`src/rtl/dmem_lsu.sv`:
```
// Load/store unit between the memory stage and a gnt/rvalid data bus.
// Handles lane replication, byte enables, load extension, misalignment and access timeout.
module dmem_lsu #(
    parameter int TIMEOUT = 16
) (
    input  logic        clk,
    input  logic        rst,
    input  logic [31:0] i_dmem_addr,
    input  logic [31:0] i_dmem_wdata,
    input  logic [1:0]  i_dmem_wr_type,
    input  logic [2:0]  i_dmem_rd_type,
    input  logic        i_dmem_wr_en,
    input  logic        i_dmem_rd_en,
    output logic [31:0] o_dmem_rdata,
    output logic        o_stall,
    output logic        o_misaligned,
    output logic        o_bus_err,
    output logic        o_bus_req,
    output logic        o_bus_we,
    output logic [31:0] o_bus_addr,
    output logic [31:0] o_bus_wdata,
    output logic [3:0]  o_bus_be,
    input  logic        i_bus_gnt,
    input  logic        i_bus_rvalid,
    input  logic [31:0] i_bus_rdata
);
    localparam int CW = (TIMEOUT > 16) ? $clog2(TIMEOUT) : 5;
    localparam logic [CW-1:0] LAST_CNT = CW'(TIMEOUT - 1);

    typedef enum logic [1:0] {IDLE, REQ, RSP, DONE} state_t;

    state_t        state_reg, state_next;
    logic [CW-1:0] cnt_reg;
    logic [31:0]   addr_reg;
    logic [31:0]   wdata_reg;
    logic [3:0]    be_reg;
    logic          we_reg;
    logic [2:0]    rd_type_reg;
    logic [31:0]   rdata_reg;
    logic          bus_err_reg;

    logic [1:0]    size;
    logic          access, misaligned_acc, aligned_acc;
    logic [3:0]    be_calc;
    logic [31:0]   wdata_calc;
    logic          complete, timed_out;
    logic [7:0]    lane_byte [4];
    logic [7:0]    byte_sel;
    logic [15:0]   half_sel;
    logic [31:0]   load_val;

    // size: 0 byte, 1 half, 2 word; a store wins over a simultaneous load
    always_comb begin
        size = 2'd2;
        if (i_dmem_wr_en) begin
            case (i_dmem_wr_type)
                2'b00:   size = 2'd0;
                2'b01:   size = 2'd1;
                default: size = 2'd2;
            endcase
        end else begin
            case (i_dmem_rd_type)
                3'b000, 3'b100: size = 2'd0;
                3'b001, 3'b101: size = 2'd1;
                default:        size = 2'd2;
            endcase
        end
    end

    assign access         = i_dmem_wr_en | i_dmem_rd_en;
    assign misaligned_acc = access && (((size == 2'd1) && i_dmem_addr[0]) ||
                                       ((size == 2'd2) && (i_dmem_addr[1:0] != 2'b00)));
    assign aligned_acc    = access && !misaligned_acc;

    always_comb begin
        be_calc    = 4'b1111;
        wdata_calc = i_dmem_wdata;
        case (size)
            2'd0: begin
                be_calc    = 4'b0001 << i_dmem_addr[1:0];
                wdata_calc = {4{i_dmem_wdata[7:0]}};
            end
            2'd1: begin
                be_calc    = i_dmem_addr[1] ? 4'b1100 : 4'b0011;
                wdata_calc = {2{i_dmem_wdata[15:0]}};
            end
            default: ;
        endcase
    end

    // Completion in the final counted cycle beats the timeout
    always_comb begin
        state_next = state_reg;
        complete   = 1'b0;
        timed_out  = 1'b0;
        case (state_reg)
            IDLE: if (aligned_acc) state_next = REQ;
            REQ: begin
                if (i_bus_gnt && i_bus_rvalid) begin
                    state_next = DONE;
                    complete   = 1'b1;
                end else if (cnt_reg == LAST_CNT) begin
                    state_next = DONE;
                    timed_out  = 1'b1;
                end else if (i_bus_gnt) begin
                    state_next = RSP;
                end
            end
            RSP: begin
                if (i_bus_rvalid) begin
                    state_next = DONE;
                    complete   = 1'b1;
                end else if (cnt_reg == LAST_CNT) begin
                    state_next = DONE;
                    timed_out  = 1'b1;
                end
            end
            DONE: state_next = IDLE;
            default: state_next = IDLE;
        endcase
    end

    for (genvar gi = 0; gi < 4; gi++) begin : g_lane
        assign lane_byte[gi] = i_bus_rdata[8*gi +: 8];
    end

    assign byte_sel = lane_byte[addr_reg[1:0]];
    assign half_sel = addr_reg[1] ? i_bus_rdata[31:16] : i_bus_rdata[15:0];

    always_comb begin
        case (rd_type_reg)
            3'b000:  load_val = {{24{byte_sel[7]}}, byte_sel};
            3'b001:  load_val = {{16{half_sel[15]}}, half_sel};
            3'b100:  load_val = {24'd0, byte_sel};
            3'b101:  load_val = {16'd0, half_sel};
            default: load_val = i_bus_rdata;
        endcase
    end

    always_ff @(posedge clk or negedge rst) begin
        if (!rst) begin
            state_reg   <= IDLE;
            cnt_reg     <= '0;
            addr_reg    <= '0;
            wdata_reg   <= '0;
            be_reg      <= '0;
            we_reg      <= 1'b0;
            rd_type_reg <= '0;
            rdata_reg   <= '0;
            bus_err_reg <= 1'b0;
        end else begin
            state_reg   <= state_next;
            bus_err_reg <= timed_out;
            if (state_reg == IDLE && aligned_acc) begin
                cnt_reg     <= '0;
                addr_reg    <= i_dmem_addr;
                wdata_reg   <= wdata_calc;
                be_reg      <= be_calc;
                we_reg      <= i_dmem_wr_en;
                rd_type_reg <= i_dmem_rd_type;
            end else if (state_reg == REQ || state_reg == RSP) begin
                cnt_reg <= cnt_reg + 1'b1;
            end
            if (state_reg == IDLE && misaligned_acc) begin
                rdata_reg <= '0;
            end else if (timed_out) begin
                rdata_reg <= '0;
            end else if (complete && !we_reg) begin
                rdata_reg <= load_val;
            end
        end
    end

    // Combinational flags are gated by reset so they read 0 while it is held
    assign o_stall      = rst && ((state_reg == IDLE && aligned_acc) ||
                                  state_reg == REQ || state_reg == RSP);
    assign o_misaligned = rst && (state_reg == IDLE) && misaligned_acc;
    assign o_bus_req    = (state_reg == REQ);
    assign o_bus_we     = we_reg;
    assign o_bus_addr   = {addr_reg[31:2], 2'b00};
    assign o_bus_wdata  = wdata_reg;
    assign o_bus_be     = be_reg;
    assign o_dmem_rdata = rdata_reg;
    assign o_bus_err    = bus_err_reg;
endmodule

```
`config.mk`:
```
export PLATFORM = sky130hd
export DESIGN_NAME = dmem_lsu
export DESIGN_NICKNAME = d
export VERILOG_FILES = /design/src/rtl/dmem_lsu.sv
export SDC_FILE = /design/constraint.sdc
export NUM_CORES = 1
export LEC_CHECK = 0
export ABC_CLOCK_PERIOD_IN_PS = 3750
export BUFFER_PORTS_ARGS = -buffer_cell sky130_fd_sc_hd__buf_2
export CORE_MARGIN = 2
export CORE_UTILIZATION = 50
export DETAILED_ROUTE_END_ITERATION = 6
export PLACE_DENSITY = 0.81
export SETUP_SLACK_MARGIN = 0.02
export SYNTH_ARGS = -nofsm -noshare
export SYNTH_HDL_FRONTEND = slang
export SYNTH_SLANG_ARGS = --single-unit
export TNS_END_PERCENT = 50
```
`constraint.sdc`:
```
create_clock -name clk -period 3.75 [get_ports clk]
set_clock_uncertainty 0.05 [all_clocks]
set_input_delay 0.9375 -clock clk [delete_from_list [all_inputs] [get_ports clk]]
set_output_delay 0.9375 -clock clk [all_outputs]
set_load 0.005 [all_outputs]
```
Word level (Yosys, flattened, before mapping)

Cells that the tools add are included.

Register bits after elaboration: 112
Word-level logic and storage cells: 88

$add $sub $neg: 1
$lt $le $gt $ge: 1
Equality and inequality tests: 16
Shift operators: 1
Mux-type cells: 30
Bitwise logic cells: 2
Reduce and logical (&&, ||, !) cells: 28

Operator list:

| cell                                                                    | number |
|---|---|
| 32-bit one-hot mux with 4 select lines                                  | 1 |
| 32-bit two-way mux                                                      | 3 |
| 32-bit one-hot mux with 2 select lines                                  | 1 |
| 8-bit binary-select mux with 2-bit select                               | 1 |
| 16-bit two-way mux                                                      | 1 |
| 8-bit two-way mux                                                       | 2 |
| 2-bit two-way mux                                                       | 7 |
| 3-bit == test, second input constant                                    | 4 |
| 1-bit logical AND                                                       | 11 |
| 5-bit two-way mux                                                       | 2 |
| 2-bit one-hot mux with 2 select lines                                   | 2 |
| 2-bit one-hot mux with 4 select lines                                   | 1 |
| 4-bit one-hot mux with 2 select lines                                   | 1 |
| 2-bit by 1-bit == test with 1-bit output, second input constant         | 3 |
| 2-bit == test, second input constant                                    | 3 |
| 3-bit by 1-bit == test with 1-bit output, second input constant         | 2 |
| 2-bit zero test                                                         | 3 |
| 3-bit zero test                                                         | 2 |
| 5-bit by 1-bit adder with 5-bit output, second input constant           | 1 |
| 5-bit by 4-bit == test with 1-bit output, second input constant         | 1 |
| 1-bit two-way mux                                                       | 5 |
| 1-bit logical OR                                                        | 4 |
| 4-bit two-way mux                                                       | 1 |
| 4-bit by 1-bit inequality test with 1-bit output, second input constant | 1 |
| other kinds (12)                                                        | 16 |

Logic depth before layout (Yosys ltp)

Word-level depth: 14
Depth in mapped cells: 9
Depth with buffers taken out: 6

Least setup slack after synthesis

Ideal clock, no wire load.

Path type: input -> output
Start point: input i_dmem_wr_en
End point: output o_stall
Arrival: 2.246 ns
Path slack: 0.516 ns
Stages on the path: 7
Path buffers: 3
Cell sequence: or3b_1 buf_2 a31oi_4 o21a_1 buf_4 buf_6 o31a_1

Word-level cells in the longest chain between the ends: 11
Elaborated cells between the ends (all ways): 14

Ends and longest elaborated chain:

| element                                                                          | RTL line | RTL |
|---|---|---|
| start: declaration                                                               | 12       | `input logic i_dmem_wr_en,` |
| 2-bit two-way mux                                                                | 55       | `if (i_dmem_wr_en) begin` |
| 2-bit by 1-bit == test with 1-bit output / 2-bit == test (equally long branches) | 71, 72   |  |
| 1-bit logical AND (on tied branches)                                             | 71, 72   |  |
| 1-bit logical OR                                                                 | 71       | `assign misaligned_acc = access && (((size == 2'd1) && i_dmem_addr[0]) \|\|` |
| 1-bit logical AND                                                                | 71       |  |
| 1-bit zero test                                                                  | 73       | `assign aligned_acc = access && !misaligned_acc;` |
| 1-bit logical AND (*)                                                            | 73       |  |
| 1-bit logical AND (*)                                                            | 175      | `assign o_stall = rst && ((state_reg == IDLE && aligned_acc) \|\|` |
| 1-bit logical OR (*)                                                             | 175      |  |
| 1-bit logical OR (*)                                                             | 176      | `state_reg == REQ \|\| state_reg == RSP);` |
| 1-bit logical AND (*)                                                            | 175      |  |
| end: declaration                                                                 | 15       | `output logic o_stall,` |

Every way passes the cells marked *; elsewhere a longest branch is shown, timed or not.

Final worst setup path

Ends and elaborated chain as after synthesis.

==> reports/results.ini <==
[grt]
grt_pass1_wl_um = 24800
grt_overflow = 0
first_global_vias = 4922
grt_max_degree = 75
track_usage_pct = 24.8
antenna_found_initial = 0

[drt]
drc = 0
vias_per_cell = 5.73
dr_total_vias = 4811
drt-total-wl_um = 15100
firstDrtPassIters = 6
wl_per_cell_um = 18.0
postRouteAntennaNets = 0
drt_iter0_markers = 576

[cts]
clk_latency_ns = 0.34
numClockSinks = 112
post-cts-setup-buffer-count = 0
root_buffer = clkbuf_16
cts_resized = 0
cts_buffers = 9
tritoncts = done
clockBufferDepth = 2
cts_max_level = 3
hold_buffers = 0
clkSlewWorstSetupHoldPaths_ns = 0.07

[timing]
max_freq_mhz = 298
rsz0062_at_grt = no
layout_setup_ws_ns = 0.400
timing.slew.headroom_pct = 19.8
worst_pin_slew_ns = 1.20
setup_viol = 0
drv_slew = 0
period_minus_slack_ns = 3.35
finalSetupTns_ns = 0
hold_viol_final = 0
final.period_utilization_pct = 89.3

[yosys]
synthArstFlopShare_pct = 100
synth_top_cell_area_share_pct = 48.6
netlist_area_mm2 = 0.00577
yosys-top-cells-count = dfrtp_1, nand2_1, mux2_1
yosys_warnings = 0
synth_top_area_cell = dfrtp_1
synthFlopType = dfrtp_1
syn_area_per_cell_um2 = 10.9
synth-seq-area-share_pct = 48.6
synth_edf_count = 0
synth.distinct_cells = 50
ys_ff_latch = 112
syn_inst = 529
yosysMostFrequentCell = dfrtp_1
synthTopCellsByArea = dfrtp_1, mux2_1, mux2_2

[final_layout]
fin_cells = 840
final_cell_area_mm2 = 0.00695
utilization_pct = 61.4
antenna_cells = 0
area_growth_pct = 20.5
multi_input_area_mm2 = 0.00250
fillers = 943
drive_gt1_share_pct = 39.7
final_nets = 805
ff_latch_area_mm2 = 0.00280

[power_and_ir_drop]
seqPwrFrac_pct = 41.1
cellInternalPower_uw = 3360
worst_ir_drop_vdd_mv = 0.386
combPwrFrac_pct = 40.2
power.switching_uw = 1840
switching_share_pct = 35.4
p_clk_share_pct = 18.7
powerDensity_mw_per_mm2 = 748
power_leakage_uw = 0.00342

[critical_path]
cp-start-kind = input pin
critPathMaxFanout = 11
crit_buf_inv = 2
cp_slowest_stage_delay_ns = 0.50
cpMaxStageDelayCell = or3b_1
path_delay_family = compound AO/OA/AOI/OAI gates
reg2reg_depth = 4
crit_arrival_ns = 2.36
rrSetupSlack_ns = 1.05
worstSetupPathType = in2out
cp-end-kind = primary output
rr_endpoint = o_dmem_rdata[14]$_DFFE_PN0P_
crit_top_cell = buf_2
cp_cell_sequence = buf_2 > or3b_1 > a31oi_4 > o21a_2 > o31a_1 > buf_2
r2r-start = addr_reg[1]$_DFFE_PN0P_
worstPathRequired_ns = 2.76

[die]
io_pins = 212
die_h_um = 111
dieArea_mm2 = 0.0124
die_w_um = 111
coreArea_mm2 = 0.0113
row_count = 39
start_util_pct = 50.9

[hold_path]
whs_path_depth = 1
hold_end = addr_reg[28]$_DFFE_PN0P_
hp-class = reg2reg
min_from = addr_reg[28]$_DFFE_PN0P_

[place]
numPortBuffers = 209
place_hpwl_um = 11000
dp_cells = 824
gp_congestion = 0.913
place_area_mm2 = 0.00665
place_ws_ns = 0.382

[run]
cap_violations = 0

[status]
status = complete, no violations

## layer usage
| layer | up-vias | part of all wire, % | global-route usage, % | wire length [um] |
|---|---|---|---|---|
| li1 | 2177 | - | - | - |
| met1 | 2311 | 39 | 29.6 | 5820 |
| met2 | 289 | 49 | 42.4 | 7420 |
| met3 | 34 | 9.7 | 6.42 | 1460 |
| met4 | 0 | 2.7 | 10.9 | 412 |
| met5 | - | 0 | 0 | 0 |
## worst max-delay path by stage
| stage | from | to | slack (ns) | cells past startpoint |
|---|---|---|---|---|
| floorplan | i_dmem_wr_en | o_stall | 0.52 | 7 |
| global placement | i_dmem_wr_en | o_bus_wdata[8]$_DFFE_PN0P_ | 0.46 | 6 |
| detailed placement | i_dmem_wr_en | addr_reg[3]$_DFFE_PN0P_ | 0.38 | 6 |
| CTS | i_dmem_wr_en | o_stall | 0.42 | 6 |
| global route | i_dmem_wr_en | o_stall | 0.37 | 6 |
| finish | i_dmem_wr_en | o_stall | 0.40 | 6 |
## kinds of logic (layout without fill, tap and decap cells)
family                     count (synthesis)  count (layout)  synth area share [%]
AOI/OAI and AO/OA                         89              89                  11.3
xor gates and xnor gates                   3               3                 0.456
adders and majority gates                  6               6                  1.30
buffers and inverters                     82             249                  8.40
DFF                                      112             112                  48.6
muxes                                     97              97                  18.9
other                                      1               2                0.0650
and+or+nand+nor                          139             139                  11.0
## power by group through the flow
stage	Sequential [uW]	Clock [uW]	Combinational (uW)
3_5_place_dp	2150	0	2100
3_3_place_gp	2110	0	2010
6_report	2140	971	2090
4_1_cts	2140	994	2110
2_1_floorplan	2060	0	1500
5_1_grt	2210	1040	2310
## placed cells by master, fill, tap and decap left out, types with 5 or more instances in the layout
cell and n:
buf_2 208, dfrtp_1 112, nand2_1 70, mux2_1 46, mux2_2 38, nand3_1 18
a21oi_1 17, inv_1 16, a31oi_1 16, nor2_1 13, nand2b_1 13, o21ai_0 13
mux2i_1 12, clkbuf_16 9, buf_4 9, nor3_1 8, a222oi_1 8, a221oi_1 7
o221ai_1 7, ha_1 6, nor2b_1 5
## final cells by class
type | count | area share [%]
Sequential cell | 112 | 40.3
Multi-Input combinational cell | 336 | 36.0
Timing Repair Buffer | 217 | 15.9
Clock buffer | 13 | 3.74
Tap cell | 143 | 2.57
Inverter | 16 | 0.864
Clock inverter | 3 | 0.576
## stage by stage
stage / hold slack, ns / power [uW]
floorplan: 0.409 / 3560
global placement: 0.413 / 4120
detailed placement: 0.419 / 4250
CTS: 0.435 / 5240
global route: 0.447 / 5560
finish: 0.429 / 5200
(Power assumes the default switching activity.)
